[config.mk]
export PLATFORM = sky130hd
export DESIGN_NAME = um_alu_fsm
export DESIGN_NICKNAME = d
export VERILOG_FILES = /design/src/rtl/um_alu_fsm_pkg.sv /design/src/rtl/um_alu_fsm_iter_divider.sv /design/src/rtl/um_alu_fsm.sv
export SDC_FILE = /design/constraint.sdc
export NUM_CORES = 2
export LEC_CHECK = 0
export BUFFER_PORTS_ARGS = -buffer_cell sky130_fd_sc_hd__buf_2
export CAP_MARGIN = 20
export CORE_MARGIN = 3
export CORE_UTILIZATION = 60
export DETAILED_ROUTE_END_ITERATION = 10
export GPL_TIMING_DRIVEN = 0
export PLACE_DENSITY = 0.79
export RECOVER_POWER = 50
export SKIP_CTS_REPAIR_TIMING = 1
export SLEW_MARGIN = 20
export SYNTH_ARGS = -nofsm -noshare
export SYNTH_HDL_FRONTEND = slang
export SYNTH_SLANG_ARGS = --single-unit
[constraint.sdc]
create_clock -name clk -period 9.75 [get_ports clk]
set_input_delay 1.95 -clock clk [delete_from_list [all_inputs] [get_ports clk]]
set_output_delay 1.95 -clock clk [all_outputs]
set_load 0.02 [all_outputs]
[src/rtl/um_alu_fsm_pkg.sv]
// Shared opcodes, state encoding and bus packing for the UM register-only ALU sequencer.
package um_alu_fsm_pkg;

  localparam int unsigned OP_CMOV = 0;
  localparam int unsigned OP_ADD  = 3;
  localparam int unsigned OP_MUL  = 4;
  localparam int unsigned OP_DIV  = 5;
  localparam int unsigned OP_NAND = 6;

  typedef enum logic [2:0] {
    IDLE,
    RD_C,
    RD_B,
    EXEC,
    DIV,
    WR_A,
    DONE
  } um_alu_state_t;

  // Register bus as seen by reg_in_bus_buf in the 32-bit, 8-register configuration.
  typedef struct packed {
    logic [2:0]  sel;
    logic [31:0] data;
    logic        mode;
  } reg_in_bus_t;

  function automatic logic is_legal_op(input logic [31:0] op);
    return (op == OP_CMOV) || (op == OP_ADD) || (op == OP_MUL) ||
           (op == OP_DIV)  || (op == OP_NAND);
  endfunction

endpackage

[src/rtl/um_alu_fsm_iter_divider.sv]
// Unsigned restoring divider producing one quotient bit per clock over DATA_W clocks.
module um_iter_divider #(
  parameter int DATA_W = 32
) (
  input  logic              clk,
  input  logic              reset,
  input  logic              start,
  input  logic [DATA_W-1:0] dividend,
  input  logic [DATA_W-1:0] divisor,
  output logic [DATA_W-1:0] quotient,
  output logic              done
);

  localparam int CNT_W = $clog2(DATA_W + 1);

  logic [DATA_W-1:0] rem;
  logic [DATA_W-1:0] dsr;
  logic [CNT_W-1:0]  count;
  logic [DATA_W:0]   trial;
  logic [DATA_W:0]   diff;

  // The dividend shifts out of the quotient register MSB-first while quotient bits shift in.
  always_comb begin
    trial = {rem, quotient[DATA_W-1]};
    diff  = trial - {1'b0, dsr};
  end

  // done flags the final step; the finished quotient is visible right after this edge.
  assign done = (count == CNT_W'(1));

  always_ff @(posedge clk or negedge reset) begin
    if (!reset) begin
      rem      <= '0;
      dsr      <= '0;
      quotient <= '0;
      count    <= '0;
    end else if (start) begin
      rem      <= '0;
      dsr      <= divisor;
      quotient <= dividend;
      count    <= CNT_W'(DATA_W);
    end else if (count != '0) begin
      count <= count - 1'b1;
      if (!diff[DATA_W]) begin
        rem      <= diff[DATA_W-1:0];
        quotient <= {quotient[DATA_W-2:0], 1'b1};
      end else begin
        rem      <= trial[DATA_W-1:0];
        quotient <= {quotient[DATA_W-2:0], 1'b0};
      end
    end
  end

endmodule

[src/rtl/um_alu_fsm.sv]
// Sequencer for the UM register-only operations (cmov, add, mul, div, nand) with a
// start/finished handshake, driving reg_bank reads and the single write-back.
module um_alu_fsm
  import um_alu_fsm_pkg::*;
#(
  parameter int DATA_W    = 32,
  parameter int REG_SEL_W = 3,
  parameter int OPCODE_W  = 4
) (
  input  logic                 clk,
  input  logic                 reset,
  input  logic                 start,
  input  logic [OPCODE_W-1:0]  opcode,
  input  logic [REG_SEL_W-1:0] reg_a,
  input  logic [REG_SEL_W-1:0] reg_b,
  input  logic [REG_SEL_W-1:0] reg_c,
  input  logic [DATA_W-1:0]    reg_rdata,
  output logic [REG_SEL_W-1:0] reg_sel,
  output logic [DATA_W-1:0]    reg_wdata,
  output logic                 reg_we,
  output logic                 busy,
  output logic                 finished,
  output logic                 fault
);

  um_alu_state_t state, next_state;

  logic [OPCODE_W-1:0]  op_q;
  logic [REG_SEL_W-1:0] a_q, b_q, c_q;
  logic [DATA_W-1:0]    opb, opc, result, alu_out;
  logic [DATA_W-1:0]    div_quotient;
  logic                 div_start, div_done;
  logic                 start_legal;
  logic                 is_cmov, is_add, is_mul, is_div, is_nand;

  assign start_legal = is_legal_op(32'(opcode));
  assign is_cmov     = (op_q == OPCODE_W'(OP_CMOV));
  assign is_add      = (op_q == OPCODE_W'(OP_ADD));
  assign is_mul      = (op_q == OPCODE_W'(OP_MUL));
  assign is_div      = (op_q == OPCODE_W'(OP_DIV));
  assign is_nand     = (op_q == OPCODE_W'(OP_NAND));

  // Divisor comes from the register read a cycle earlier, dividend straight off the bus.
  assign div_start = (state == RD_B) && is_div && (opc != '0);

  um_iter_divider #(
    .DATA_W (DATA_W)
  ) u_div (
    .clk      (clk),
    .reset    (reset),
    .start    (div_start),
    .dividend (reg_rdata),
    .divisor  (opc),
    .quotient (div_quotient),
    .done     (div_done)
  );

  always_ff @(posedge clk or negedge reset) begin
    if (!reset) begin
      state <= IDLE;
    end else begin
      state <= next_state;
    end
  end

  always_comb begin
    next_state = state;
    case (state)
      IDLE: if (start) next_state = start_legal ? RD_C : DONE;
      RD_C: next_state = RD_B;
      RD_B: begin
        if (is_div) next_state = (opc == '0) ? DONE : DIV;
        else        next_state = EXEC;
      end
      EXEC: next_state = (is_cmov && (opc == '0)) ? DONE : WR_A;
      DIV:  if (div_done) next_state = WR_A;
      WR_A: next_state = DONE;
      DONE: next_state = IDLE;
      default: next_state = IDLE;
    endcase
  end

  always_comb begin
    reg_sel   = '0;
    reg_we    = 1'b0;
    reg_wdata = '0;
    busy      = 1'b0;
    finished  = 1'b0;
    case (state)
      RD_C: begin
        reg_sel = c_q;
        busy    = 1'b1;
      end
      RD_B: begin
        reg_sel = b_q;
        busy    = 1'b1;
      end
      EXEC: busy = 1'b1;
      DIV:  busy = 1'b1;
      WR_A: begin
        reg_sel   = a_q;
        reg_we    = 1'b1;
        reg_wdata = is_div ? div_quotient : result;
        busy      = 1'b1;
      end
      DONE: finished = 1'b1;
      default: ;
    endcase
  end

  always_comb begin
    alu_out = opb;
    if (is_add)  alu_out = opb + opc;
    if (is_mul)  alu_out = opb * opc;
    if (is_nand) alu_out = ~(opb & opc);
  end

  // Operands are captured before any write, so self-referencing instructions see old values.
  always_ff @(posedge clk or negedge reset) begin
    if (!reset) begin
      op_q   <= '0;
      a_q    <= '0;
      b_q    <= '0;
      c_q    <= '0;
      opb    <= '0;
      opc    <= '0;
      result <= '0;
      fault  <= 1'b0;
    end else begin
      case (state)
        IDLE: begin
          if (start) begin
            op_q  <= opcode;
            a_q   <= reg_a;
            b_q   <= reg_b;
            c_q   <= reg_c;
            fault <= !start_legal;
          end
        end
        RD_C: opc <= reg_rdata;
        RD_B: begin
          opb <= reg_rdata;
          if (is_div && (opc == '0)) fault <= 1'b1;
        end
        EXEC: result <= alu_out;
        default: ;
      endcase
    end
  end

endmodule

# Word-level counts from Yosys, hierarchy flattened
# Index checks and enable logic that the tools add are counted.
# op_classes
n_addsub,3
multipliers,1
eq_ne,18
mux,27
bitwise,2
n_reduce_logical,21
# ops
cell,n
two-way mux 32 bit,10
subtractor 33 x 32 -> 33 bit,1
adder 32 bit,1
bitwise AND 32 bit,1
zero test 32 bit,1
multiplier 32 x 32 -> 32 bit,1
NOT 32 bit,1
nonzero test 32 bit,1
equality test 4 x 3 -> 1 bit (second input constant),6
one-hot mux 3 bit (6 select lines),1
two-way mux 3 bit,4
two-way mux 6 bit,2
equality test 3 bit (second input constant),3
one-hot mux 3 bit (3 select lines),1
equality test 4 x 2 -> 1 bit (second input constant),2
zero test 4 bit,2
equality test 3 x 2 -> 1 bit (second input constant),2
equality test 6 x 1 -> 1 bit (second input constant),1
two-way mux 1 bit,6
nonzero test 6 bit,1
subtractor 6 x 1 -> 6 bit (second input constant),1
OR reduction 5 bit,1
logical AND 1 bit,4
logical OR 1 bit,4
other kinds (10),14
# totals
reg_bits,215
inputBits,48
out_inout_bits,39
wordCells,85

# Logic depth before layout (Yosys ltp)
# logic_depth
ltp_word,8
ltp_mapped,29
mapped_depth_nobuf,26

# Modules after synthesis
# Synthesis repeated with hierarchy kept, for this count alone.
# unflattened
hier_cells,3316
hier_area_um2,29432.0
# by_module_without_submodules
module,instances,cells_per_inst,area_per_inst_um2,seq_area_each_um2
um_alu_fsm,1,2564,22998.3,2827.7
um_iter_divider,1,752,6433.7,2552.4

# Worst setup path after synthesis
# Ideal clock, no wire load.
# synth_path
path_kind,reg-to-reg
startpoint,register opc[3]
endpoint,register result[30]
setup_ns,0.122
t_arrival_ns,7.371
required_time_ns,9.628
setup_slack_ns,2.257
stages_incl_launch_ff,28
path_buffers,3
period_less_slack_ns,7.493
path_cell_list,dfrtp_1 > clkbuf_1 > clkbuf_1 > and2_1 > fa_1 > inv_1 > fa_1 > fa_1 > fa_1 > inv_1 > fa_1 > inv_1 > fa_1 > inv_1 > fa_1 > fa_1 > ha_1 > clkbuf_1 > a21oi_1 > nor3b_1 > o22ai_1 > nand2_1 > o21a_1 > a2111o_1 > a211oi_1 > nor3_1 > or4_1 > a32o_1
# synth_between
elab_chain_cells,4
word_cells_on_any_way,5
classes_between,add/sub: 1; mul: 1; mux: 3
# synth_lines
item,line_no,rtl
start: declaration,um_alu_fsm.sv:30,"logic [DATA_W-1:0] opb, opc, result, alu_out;"
start signal: assignment,um_alu_fsm.sv:140,RD_C: opc <= reg_rdata;
branches (longest 2 deep; another with multiplier 32 x 32 -> 32 bit),--,
two-way mux 32 bit *,um_alu_fsm.sv:114,if (is_mul) alu_out = opb * opc;
two-way mux 32 bit *,um_alu_fsm.sv:115,if (is_nand) alu_out = ~(opb & opc);
end signal: assignment,um_alu_fsm.sv:145,EXEC: result <= alu_out;
end: declaration,um_alu_fsm.sv:30,
# Every way passes the cells marked *.
# A chain may end at the register's enable or synchronous reset.

# Worst setup path after layout
# layout_path
startpoint,register opb[12]
endpoint,register result[30]
# layout_between
elab_chain_cells,4
word_cells_on_any_way,5
classes_between,add/sub: 1; mul: 1; mux: 3
# layout_lines
item,line_no,rtl
start: declaration,um_alu_fsm.sv:30,
start signal: assignment,um_alu_fsm.sv:142,opb <= reg_rdata;
branches (longest 2 deep; another with multiplier 32 x 32 -> 32 bit),--,
two-way mux 32 bit *,um_alu_fsm.sv:114,
two-way mux 32 bit *,um_alu_fsm.sv:115,
# Marked as above.

==> metrics.csv <==
metric,value,unit
dpl.hpwl,73600,microns
max_cap_viol_count,4,
crit_path_top_delay_cell,clkbuf_1,
numCtsBuffers,21,
wl_per_cell,23.1,microns
slowest_delay,0.64,ns
routed_via_density,6.13,
clock-sinks,215,
reg2reg_depth,25,
hold-path-endpoint,result[8],
cts-root-buf,clkbuf_16,
crit_top_cell,fa_1,
grt_pass1_vias,25183,
finalCritPeriodShare,0.925,
setup_viol,0,
synth-edff-count,0,
synth_seq_cells,215,
grt_max_degree,93,
seq_area_frac_synth,0.185,
startpoint_type,flop,
cts_tree,done,
post-route-min-period,9.02,ns
min_path_cells,2,
rows,80,
r2r_slack,0.73,ns
final_antenna_net_count,0,
grt_pass1_wl,144000,microns
port_buffers,86,
clk_pin_slew,0.07,ns
ys.flop_type,dfrtp_1,
outcome,finished with violations,
yosysWarnings,0,
critical_path_arrival,9.44,ns
syn_inst,3278,
synth-async-reset-ratio,1.00,
place_congestion,1.02,
synth_top_cell_area_share,0.282,
synth_most_common_cell,nand2_1,
synthTopCellsByArea,"fa_1 (28%), dfrtp_1 (19%), ha_1 (8.1%)",
dr.max_layer_used,met4,
report.final.slew_viol_count,227,
syn_area,29100,sq um
ioPinCount,87,
wirelength,92900,microns
hold_violations,0,
synth_top_cell_by_area,fa_1,
fillCellCount,3983,
first_pass_iters,6,
slew_headroom,-2.31,
wl_met3,9800,microns
hp-start,result[8],
syn-num-nets,3925,
clock_latency,0.53,ns
drc,0,
start_util,0.609,
cp-end-kind,flop,
worst-path-max-fanout,10,
startpoint,opb[12],
area_growth,6.77,%
synth_cell_types,78,
grt_setup_unrepaired,false,
final_layout_size_suffix_gt1_frac,0.0617,
grt_overflow_total,0,
wl_met1,36100,microns
fin_worst_skew,0.0218,ns
coreArea,47700,sq um
grt_use_total,0.373,
fmax,111,MHz
fp.dieH,226,microns
antenna_found_initial,1,
first_iter_violations,2489,
max-clock-path-buffers,3,
hp-class,reg2reg,
tightestPinTransition,4.97,ns
die-area,51100,sq um
cts_htree_levels,1,
worst_ep_required_time,10.18,ns
routed-wl-met2,41000,microns
die_x,226,microns
vias,24650,
reg2reg_from,opb[12],
path_class,reg2reg,
synthTopCellsByCount,"nand2_1 (482), inv_1 (439), fa_1 (410), and2_1 (307), dfrtp_1 (215)",
rr_endpoint,result[30],
syn_area_per_cell,8.87,sq um
nets,4037,
setup_tns,0,ns
violations,"max-capacitance violations, max-slew violations",
cell families (layout without fill, tap and decap cells):
family | Yosys count | after routing | synth area share
and+or+nand+nor | 1041 | 1041 | 0.171
buffers and inverters | 636 | 763 | 0.0833
adders and majority gates | 599 | 599 | 0.364
AOI/OAI and AO/OA | 543 | 543 | 0.115
DFF | 215 | 215 | 0.185
xor gates and xnor gates | 144 | 144 | 0.0434
muxes | 100 | 100 | 0.0376
other | 0 | 4 | 0
layout make-up:
class / count / area [sq um] / area share
flip-flops and latches: 215 / 5380 / 0.173
well taps: 615 / 769 / 0.0248
diodes: 4 / 10.0 / 0.000323
clock inverters: 10 / 166 / 0.00536
plain buffers: 197 / 774 / 0.0250
clock buffers: 28 / 582 / 0.0187
multi-input cells: 2427 / 21300 / 0.685
repair buffers: 89 / 440 / 0.0142
inverters: 439 / 1650 / 0.0531
through the flow:
stage          instances  setup WS, ns  hold WS [ns]  utilization  instance area [sq um]
2_1_floorplan       3278          2.26         0.448            -                  29100
3_3_place_gp        3979         0.972         0.471        0.634                  30300
3_5_place_dp        3981         0.922         0.472        0.635                  30300
4_1_cts             4019         0.902         0.490        0.651                  31100
5_1_grt             4020         0.500         0.531        0.650                  31000
6_report            4024         0.731         0.487        0.650                  31000
critical path, delay by kind of cell (launching register included):
family | cells | cell delay (ns)
AND/OR/NAND/NOR | 5 | 0.99
buffers and inverters | 5 | 1.42
adder cells (fa/ha/maj) | 9 | 4.30
AO/OA/AOI/OAI | 6 | 1.70
flip-flops | 1 | 0.50
sequential cells by signal, indices dropped and copies added (netlist names), 4 cells and up:
name and cells:
op_q 4, u_div.dsr 32, u_div.rem 32, opc 32
u_div.quotient 32, u_div.count 6, result 32, opb 32
cells in the final DEF, fill, tap and decap left out, types with 5 or more instances in the layout:
| master | count |
|---|---|
| ha_1 | 189 |
| a211oi_1 | 16 |
| clkbuf_1 | 194 |
| nor2b_1 | 17 |
| nor2_1 | 120 |
| or3_1 | 6 |
| nor3_1 | 25 |
| o21bai_1 | 14 |
| fa_1 | 410 |
| o211ai_1 | 26 |
| clkbuf_16 | 21 |
| dfrtp_1 | 215 |
| nand2b_1 | 8 |
| o22ai_1 | 14 |
| a31oi_1 | 46 |
| and2_1 | 307 |
| inv_1 | 439 |
| nand3_1 | 25 |
| buf_2 | 84 |
| nand2_1 | 482 |
| o41ai_1 | 5 |
| o21ai_0 | 146 |
| nand4_1 | 8 |
| mux2_2 | 72 |
| mux2i_1 | 26 |
| nor4_1 | 12 |
| a22oi_1 | 5 |
| a21oi_1 | 163 |
| xnor2_1 | 102 |
| buf_1 | 7 |
| nor3b_1 | 6 |
| o21a_1 | 16 |
| and3_1 | 5 |
| a21o_1 | 28 |
| nand3b_1 | 6 |
| xor2_1 | 42 |
| o31ai_1 | 12 |
metal layers:
layer  up-vias  global-route usage
met5         -                   0
met4         0               0.201
met3       324              0.0686
met2      1396               0.581
met1     12217               0.499
li1      10713                   -
how the worst max path moves through the flow:
| stage | endpoint | slack, ns | cells after the start |
|---|---|---|---|
| detailed placement | result[30] | 0.92 | 25 |
| CTS | result[30] | 0.90 | 25 |
| finish | result[30] | 0.73 | 25 |
| global route | opc[7] | 0.50 | 2 |
| floorplan | result[30] | 2.26 | 27 |
| global placement | result[30] | 0.97 | 27 |
Power is not shown: default switching activity piles up to over one toggle a cycle in this logic, so the estimate is an artifact.
